===== config.mk =====
export PLATFORM = sky130hd
export DESIGN_NAME = keypad_entry
export DESIGN_NICKNAME = d
export VERILOG_FILES = /design/src/rtl/keypad_entry.sv
export SDC_FILE = /design/constraint.sdc
export NUM_CORES = 1
export LEC_CHECK = 0
export CAP_MARGIN = 20
export CORE_MARGIN = 2
export CORE_UTILIZATION = 52
export DETAILED_ROUTE_END_ITERATION = 12
export PLACE_DENSITY = 0.78
export SLEW_MARGIN = 10
export SYNTH_ARGS = -nofsm -noshare
export SYNTH_HDL_FRONTEND = slang
export SYNTH_SLANG_ARGS = --single-unit

===== constraint.sdc =====
create_clock -name clk -period 2.7 [get_ports clk]
set_input_delay 0.54 -clock clk [delete_from_list [all_inputs] [get_ports clk]]
set_output_delay 0.54 -clock clk [all_outputs]
set_load 0.01 [all_outputs]

===== src/rtl/keypad_entry.sv =====
// Debounces the 3x4 keypad held-key vector, rejects ghost/multi-key patterns, and emits one event per press.
// It also builds a BCD entry buffer: '*' clears it and '#' commits it with a one-cycle entry_valid pulse.
module keypad_entry #(
    parameter int DEBOUNCE_CYCLES = 16,
    parameter int DIGITS          = 4
) (
    input  logic                           clk,
    input  logic                           reset,
    input  logic [11:0]                    key,
    output logic                           key_strobe,
    output logic [3:0]                     key_code,
    output logic [4*DIGITS-1:0]            entry_bcd,
    output logic [$clog2(DIGITS+1)-1:0]    digit_count,
    output logic [4*DIGITS-1:0]            entry_value,
    output logic [$clog2(DIGITS+1)-1:0]    entry_len,
    output logic                           entry_valid,
    output logic                           overflow
);

    localparam int CW = $clog2(DEBOUNCE_CYCLES);
    localparam int NW = $clog2(DIGITS+1);
    localparam logic [CW-1:0] CNT_LAST = CW'(DEBOUNCE_CYCLES-1);
    localparam logic [NW-1:0] NUM_MAX  = NW'(DIGITS);

    typedef enum logic [1:0] {IDLE, DEB_PRESS, HELD, DEB_REL} state_t;

    state_t        state, state_n;
    logic [11:0]   key_q;
    logic [11:0]   cand, cand_n;
    logic [CW-1:0] cnt, cnt_n;
    logic          accept;
    logic          one_hot;
    logic [3:0]    code;

    // Scanner bit order is 1..9, '*', 0, '#'; codes are 0-9, 10='*', 11='#'.
    function automatic logic [3:0] encode(input logic [11:0] v);
        logic [3:0] c;
        c = 4'd0;
        for (int i = 0; i < 12; i++) begin
            if (v[i]) begin
                if (i < 9)        c = 4'(i + 1);
                else if (i == 9)  c = 4'd10;
                else if (i == 10) c = 4'd0;
                else              c = 4'd11;
            end
        end
        return c;
    endfunction

    assign one_hot = (key_q != 12'd0) && ((key_q & (key_q - 12'd1)) == 12'd0);
    assign code    = encode(cand);

    always_ff @(posedge clk or negedge reset) begin
        if (!reset) begin
            state <= IDLE;
            key_q <= 12'd0;
            cand  <= 12'd0;
            cnt   <= '0;
        end else begin
            state <= state_n;
            key_q <= key;
            cand  <= cand_n;
            cnt   <= cnt_n;
        end
    end

    always_comb begin
        state_n = state;
        cand_n  = cand;
        cnt_n   = cnt;
        accept  = 1'b0;
        case (state)
            IDLE: begin
                if (one_hot) begin
                    state_n = DEB_PRESS;
                    cand_n  = key_q;
                    cnt_n   = CW'(1);
                end
            end
            DEB_PRESS: begin
                if (key_q != cand) begin
                    state_n = IDLE;
                end else if (cnt == CNT_LAST) begin
                    state_n = HELD;
                    accept  = 1'b1;
                end else begin
                    cnt_n = cnt + CW'(1);
                end
            end
            HELD: begin
                // Rolling onto another key while held never creates a second event.
                if (key_q == 12'd0) begin
                    state_n = DEB_REL;
                    cnt_n   = CW'(1);
                end
            end
            DEB_REL: begin
                if (key_q != 12'd0) begin
                    state_n = HELD;
                end else if (cnt == CNT_LAST) begin
                    state_n = IDLE;
                end else begin
                    cnt_n = cnt + CW'(1);
                end
            end
            default: state_n = IDLE;
        endcase
    end

    always_ff @(posedge clk or negedge reset) begin
        if (!reset) begin
            key_strobe  <= 1'b0;
            key_code    <= 4'd0;
            entry_bcd   <= '0;
            digit_count <= '0;
            entry_value <= '0;
            entry_len   <= '0;
            entry_valid <= 1'b0;
            overflow    <= 1'b0;
        end else begin
            key_strobe  <= accept;
            entry_valid <= 1'b0;
            overflow    <= 1'b0;
            if (accept) begin
                key_code <= code;
                if (code <= 4'd9) begin
                    if (digit_count < NUM_MAX) begin
                        entry_bcd   <= {entry_bcd[4*DIGITS-5:0], code};
                        digit_count <= digit_count + NW'(1);
                    end else begin
                        overflow <= 1'b1;
                    end
                end else if (code == 4'd10) begin
                    entry_bcd   <= '0;
                    digit_count <= '0;
                end else if (digit_count != '0) begin
                    entry_value <= entry_bcd;
                    entry_len   <= digit_count;
                    entry_valid <= 1'b1;
                    entry_bcd   <= '0;
                    digit_count <= '0;
                end
            end
        end
    end

endmodule


==> results of run 1 <==
-- layer usage --
layer,global-route usage,vias to the layer above
li1,-,1102
met1,0.2466,1135
met2,0.3109,55
met4,0.09985,0
met5,0,-
met3,0.04970,16
-- critical path: stages (launching register included) --
cell and delay (ps):
dfrtp_1 430, or3_1 450, nor3_1 230, mux2i_1 200, nand4_1 160, or3_4 480
mux2_4 330
-- sequential cells by signal, indices dropped and copies added, names as in the netlist --
signal,cells
cnt,4
overflow,1
digit_count,3
entry_len,3
entry_value,16
key_code,4
entry_bcd,16
key_q,12
key_strobe,1
entry_valid,1
cand,12
state,2
-- cells in the mapped netlist (all sizes together) (3+ instances only) --
library cell  count
o21ai            24
mux2             33
or3               5
inv               9
nand4             8
dfrtp            75
buf               5
a21oi            12
a22o              3
ha                3
clkbuf            5
nor3              4
xnor2            12
nand3             4
nor2             13
nand2            33
-- per-stage QoR --
stage | utilization | instance area [sq um] | hold WS [ps]
6_report | 0.6944 | 4160 | 321.1
5_1_grt | 0.6944 | 4160 | 386.2
4_1_cts | 0.6944 | 4160 | 354.0
3_5_place_dp | 0.6550 | 3924 | 494.1
3_3_place_gp | 0.6550 | 3924 | 488.7
2_1_floorplan | - | 3249 | 244.4
-- path summary, 6_finish.rpt --
path | from | end | cells past startpoint
hold / removal | reset | entry_valid | 1
setup / recovery | key_q[3] | cand[8] | 6
min in group clk | entry_value[6] | entry_value[6] | 1
setup reg to reg | key_q[3] | cand[8] | 6
max in group asynchronous | reset | key_q[2] | 1
hold reg to reg | entry_value[6] | entry_value[6] | 1
-- cell type report --
cell class                      instances  area [sq um]  area share
Multi-Input combinational cell        181          1289      0.3098
Clock buffer                           11         151.4     0.03639
Sequential cell                        75          1877      0.4511
Inverter                                9         33.78    0.008120
Tap cell                               75         93.84     0.02256
Timing Repair Buffer                   65         630.6      0.1516
Clock inverter                          5         85.08     0.02045
-- cells in the final DEF (no fill, tap or decap), types with 9 or more instances in the layout --
master,n
o21ai_0,24
dfrtp_1,75
nor2_1,13
a21oi_1,12
xnor2_1,12
inv_1,9
mux2_4,10
nand2_1,33
clkdlybuf4s50_1,57
mux2_2,23
clkbuf_8,11
-- logic make-up (layout without fill, tap and decap cells) --
kind of cell    Yosys count  in the layout
buf+inv                  19             90
mux                      35             35
simple gates             81             81
flops                    75             75
fa+ha+maj                 4              4
compound gates           49             49
xor+xnor                 12             12
-- power groups by stage --
stage | Clock (uW) | Combinational (uW) | Sequential (uW)
floorplan | 0 | 41.2 | 1180
global placement | 0 | 84.3 | 1180
detailed placement | 0 | 85.9 | 1180
CTS | 1000 | 86.4 | 1160
global route | 1050 | 95.3 | 1170
finish | 983 | 83.9 | 1160
==> results_dict.tcl, run 1 <==
set metrics [dict create \
    rows 28 \
    post-route-min-period_ps 2405 \
    start_util 0.5424 \
    synthAdderAreaFrac 0.01463 \
    dr_wl_met2_mm 3.015 \
    worstPathMaxFanout 12 \
    tightest_slew_ps 904.2 \
    cts_buffer_depth 2 \
    timing.final.ws_setup_ps 294.8 \
    port_buffers 58 \
    ir_worst_vdd_v 0.0003859 \
    synth-seq-cells 75 \
    fin_skew_ps 12.83 \
    synth_compound_area_frac 0.08933 \
    post_synth_xor_area_fraction 0.03235 \
    internal_power_uw 1754 \
    crit_path_end_kind "flop" \
    drt_pass1_iterations 4 \
    drc 0 \
    netSwitchingPower_uw 475.0 \
    synth.top_cell.area_share 0.5776 \
    viasPerCell 5.482 \
    async_flop_share 1.000 \
    synth_cells 275 \
    hold_path_class "in -> async" \
    clkLatencyLatePin_ps 350 \
    p_total_uw 2229 \
    top_layer_used "met4" \
    die_h_um 83.05 \
    r2r_slack_ps 290 \
    netlist_area_sq_um 3249 \
    required_ps 2930 \
    leakage_uw 0.001850 \
    period_share 0.8908 \
    clk_pin_slew_worst_paths_ps 80 \
    yosys_warnings 0 \
    track_usage 0.1949 \
    ys_seq_area_frac 0.5776 \
    fmax_ghz 0.4158 \
    dp_hpwl_mm 4.547 \
    cts_sinks 75 \
    power_frac_clock 0.441 \
    fill_cells 439 \
    ys_dominant_reg_cell "dfrtp_1" \
    synthSimpleGateAreaFrac 0.1267 \
    ctsResizeCount 0 \
    cts_tree "done" \
    cts_buffers 9 \
    drt-initial-drc-count 127 \
    yosys.cell_types.count 42 \
    final_cell_count_no_fill 421 \
    comb_power_share 0.038 \
    totalWireLength_mm 6.286 \
    power_density_nw_per_um2 535.8 \
    synth-edff-count 0 \
    place_ws_ps 326.8 \
    setup_viol 0 \
    synth_nets 292 \
    grt_pass1_wl_mm 10.56 \
    grt_start_max_net_pins 76 \
    grt_pass1_vias 2200 \
    synth_top_family_by_area "multiplexers" \
    dr_total_vias 2308 \
    routedWlPerCell_um 14.93 \
    crit_type "reg -> reg" \
    ctsHoldBuffers 0 \
    root_buffer "clkbuf_8" \
    avgSynthCellArea_sq_um 11.82 \
    slew_viol_final 0 \
    yosysTopAreaCell "dfrtp_1" \
    fin_setup_tns_ps 0 \
    insertedDiodeCount 0 \
    core_area_sq_um 5991 \
    io_pins 59 \
    cts_setup_buffers 0 \
    cap_violations 0 \
    p_sw_frac 0.2131 \
    dieWidth_um 83.05 \
    dp_cells 405 \
    overflow 0 \
    pwr-share-seq 0.521 \
    rsz0062_at_grt "false" \
    slew_headroom 0.3972 \
    dieArea_sq_um 6897 \
    crit_arrival_ps 2640 \
    hold_viol 0 \
    synth_mux_area_frac 0.1321 \
    cp-start-kind "flop" \
    gp_congestion 0.8889 \
    wl_met3_um 255 \
    antenna_left 0 \
    area_growth_pct 28.03 \
    antenna_found_initial 0 \
    drive_gt1_frac 0.1908 \
    htree_levels 3 \
    synth_area_leaders "dfrtp_1 58%, mux2_2 8.0%, mux2_4 4.6%, nand2_1 3.8%, o21ai_0 3.7%" \
    drt-met1-wl_mm 2.847 \
    status "finished, final reports clean" \
    nets 358 \
]
(Power assumes the default switching activity.)
==> run 2, diff against run 1 <==
Settings changed: SKIP_CTS_REPAIR_TIMING from default to 1.
Clock period 2.7 ns to 2.6 ns, I/O delays scaled along.
==> results_dict.tcl, run 2 (synthesized netlist as in run 1, its figures left out) <==
set metrics [dict create \
    ir_worst_vdd_v 0.0006045 \
    routedWlPerCell_um 15.37 \
    dr_total_vias 2327 \
    drive_gt1_frac 0.1931 \
    drt_pass1_iterations 5 \
    start_util 0.5424 \
    cts_tree "done" \
    power_density_nw_per_um2 570.1 \
    insertedDiodeCount 0 \
    hold_path_class "in -> async" \
    viasPerCell 5.514 \
    fin_util 0.6999 \
    drt-met1-wl_mm 2.892 \
    grt_pass1_wl_mm 11.08 \
    rsz0062_at_grt "false" \
    top_layer_used "met4" \
    dieWidth_um 83.05 \
    leakage_uw 0.001865 \
    overflow 0 \
    register_area_sq_um 1877 \
    dp_hpwl_mm 4.512 \
    fin_setup_tns_ps 0 \
    rows 28 \
    most-common-layout-cells "75 x dfrtp_1, 57 x clkdlybuf4s50_1, 33 x nand2_1" \
    multi_input_area_sq_um 1289 \
    cts_buffers 9 \
    largest_registers "entry_bcd x16, entry_value x16" \
    cap_violations 0 \
    nets 359 \
    crit_arrival_ps 2630 \
    hold_slack_ps 280.4 \
    slew_headroom 0.4006 \
    final_cell_count_no_fill 422 \
    wl_met3_um 336 \
    fin_skew_ps 14.33 \
    htree_levels 3 \
    totalWireLength_mm 6.486 \
    grt_start_max_net_pins 76 \
    post-route-min-period_ps 2392 \
    p_total_uw 2390 \
    drt-initial-drc-count 108 \
    cts_buffer_depth 2 \
    final_common_cell "dfrtp_1" \
    track_usage 0.2050 \
    core_area_sq_um 5991 \
    dieArea_sq_um 6897 \
    gp_congestion 0.8897 \
    setup_viol 0 \
    grt_pass1_vias 2315 \
    antenna_found_initial 0 \
    dr_wl_met2_mm 3.051 \
    dp_cells 406 \
    root_buffer "clkbuf_8" \
    required_ps 2840 \
    tightest_slew_ps 899.1 \
    crit_type "reg -> reg" \
    drc 0 \
    fill_cells 426 \
    area_growth_pct 29.03 \
    hold_viol 0 \
    io_pins 59 \
    die_h_um 83.05 \
    antenna_left 0 \
    clk_pin_slew_worst_paths_ps 80 \
    cts_sinks 75 \
    fmax_ghz 0.4180 \
    critPathMaxStageDelay_ps 480 \
    crit_chain "or3_1 > nor3_1 > mux2i_1 > nand4_1 > or3_4 > mux2_4" \
    slew_viol_final 0 \
    period_share 0.9201 \
    clkLatencyLatePin_ps 360 \
    crit_path_end_kind "flop" \
    status "finished, final reports clean" \
    worstPathMaxFanout 12 \
    port_buffers 58 \
    slowest_stage "or3_4" \
    cp-start-kind "flop" \
]
run 2: changes by cell type in the layout (fill, tap and decap cells not counted):
cell / delta
clkinvlp_4: -1
buf_12: +1
clkbuf_8: -2
bufinv_16: +1
inv_6: +1
clkinv_4: +1
run 2: metal layers:
metal,track usage,vias up
li1,-,1102
met2,0.3116,77
met5,0,-
met4,0.09091,0
met1,0.2662,1132
met3,0.07256,16
run 2: metrics by stage:
step | instance area [sq um] | worst slack [ps]
floorplan | 3249 | 334.6
global placement | 3944 | 279.5
detailed placement | 3944 | 213.6
global route | 4193 | 83.44
finish | 4193 | 207.7
CTS | 4193 | 193.1
run 2: path summary, 6_finish.rpt:
check | cells after the start | to | slack, ps | start
setup / recovery | 6 | cand[3] | 210 | key_q[3]
hold / removal | 1 | key_strobe | 280 | reset
setup reg to reg | 6 | cand[3] | 210 | key_q[3]
hold reg to reg | 1 | key_code[2] | 510 | key_code[2]
max in group asynchronous | 1 | key_q[11] | 1720 | reset
min in group clk | 1 | key_code[2] | 510 | key_code[2]
run 2: area by class of cell:
cell class	count	area share
Clock buffer	9	0.02954
Tap cell	75	0.02238
Clock inverter	7	0.02984
Timing Repair Buffer	66	0.1552
Multi-Input combinational cell	181	0.3074
Inverter	9	0.008057
Sequential cell	75	0.4476
run 2: worst max-delay path: cells and delay by family (launching register included):
family / cells / cell delay [ps]
flip-flops: 1 / 420
multiplexers: 2 / 540
AND/OR/NAND/NOR: 4 / 1310
run 2: power breakdown:
group	total (uW)	leakage (uW)	switching (uW)	internal, uW
Combinational	87.5	0.000722	44.9	42.6
Clock	1100	0.000124	451	645
Sequential	1210	0.00102	23.5	1180
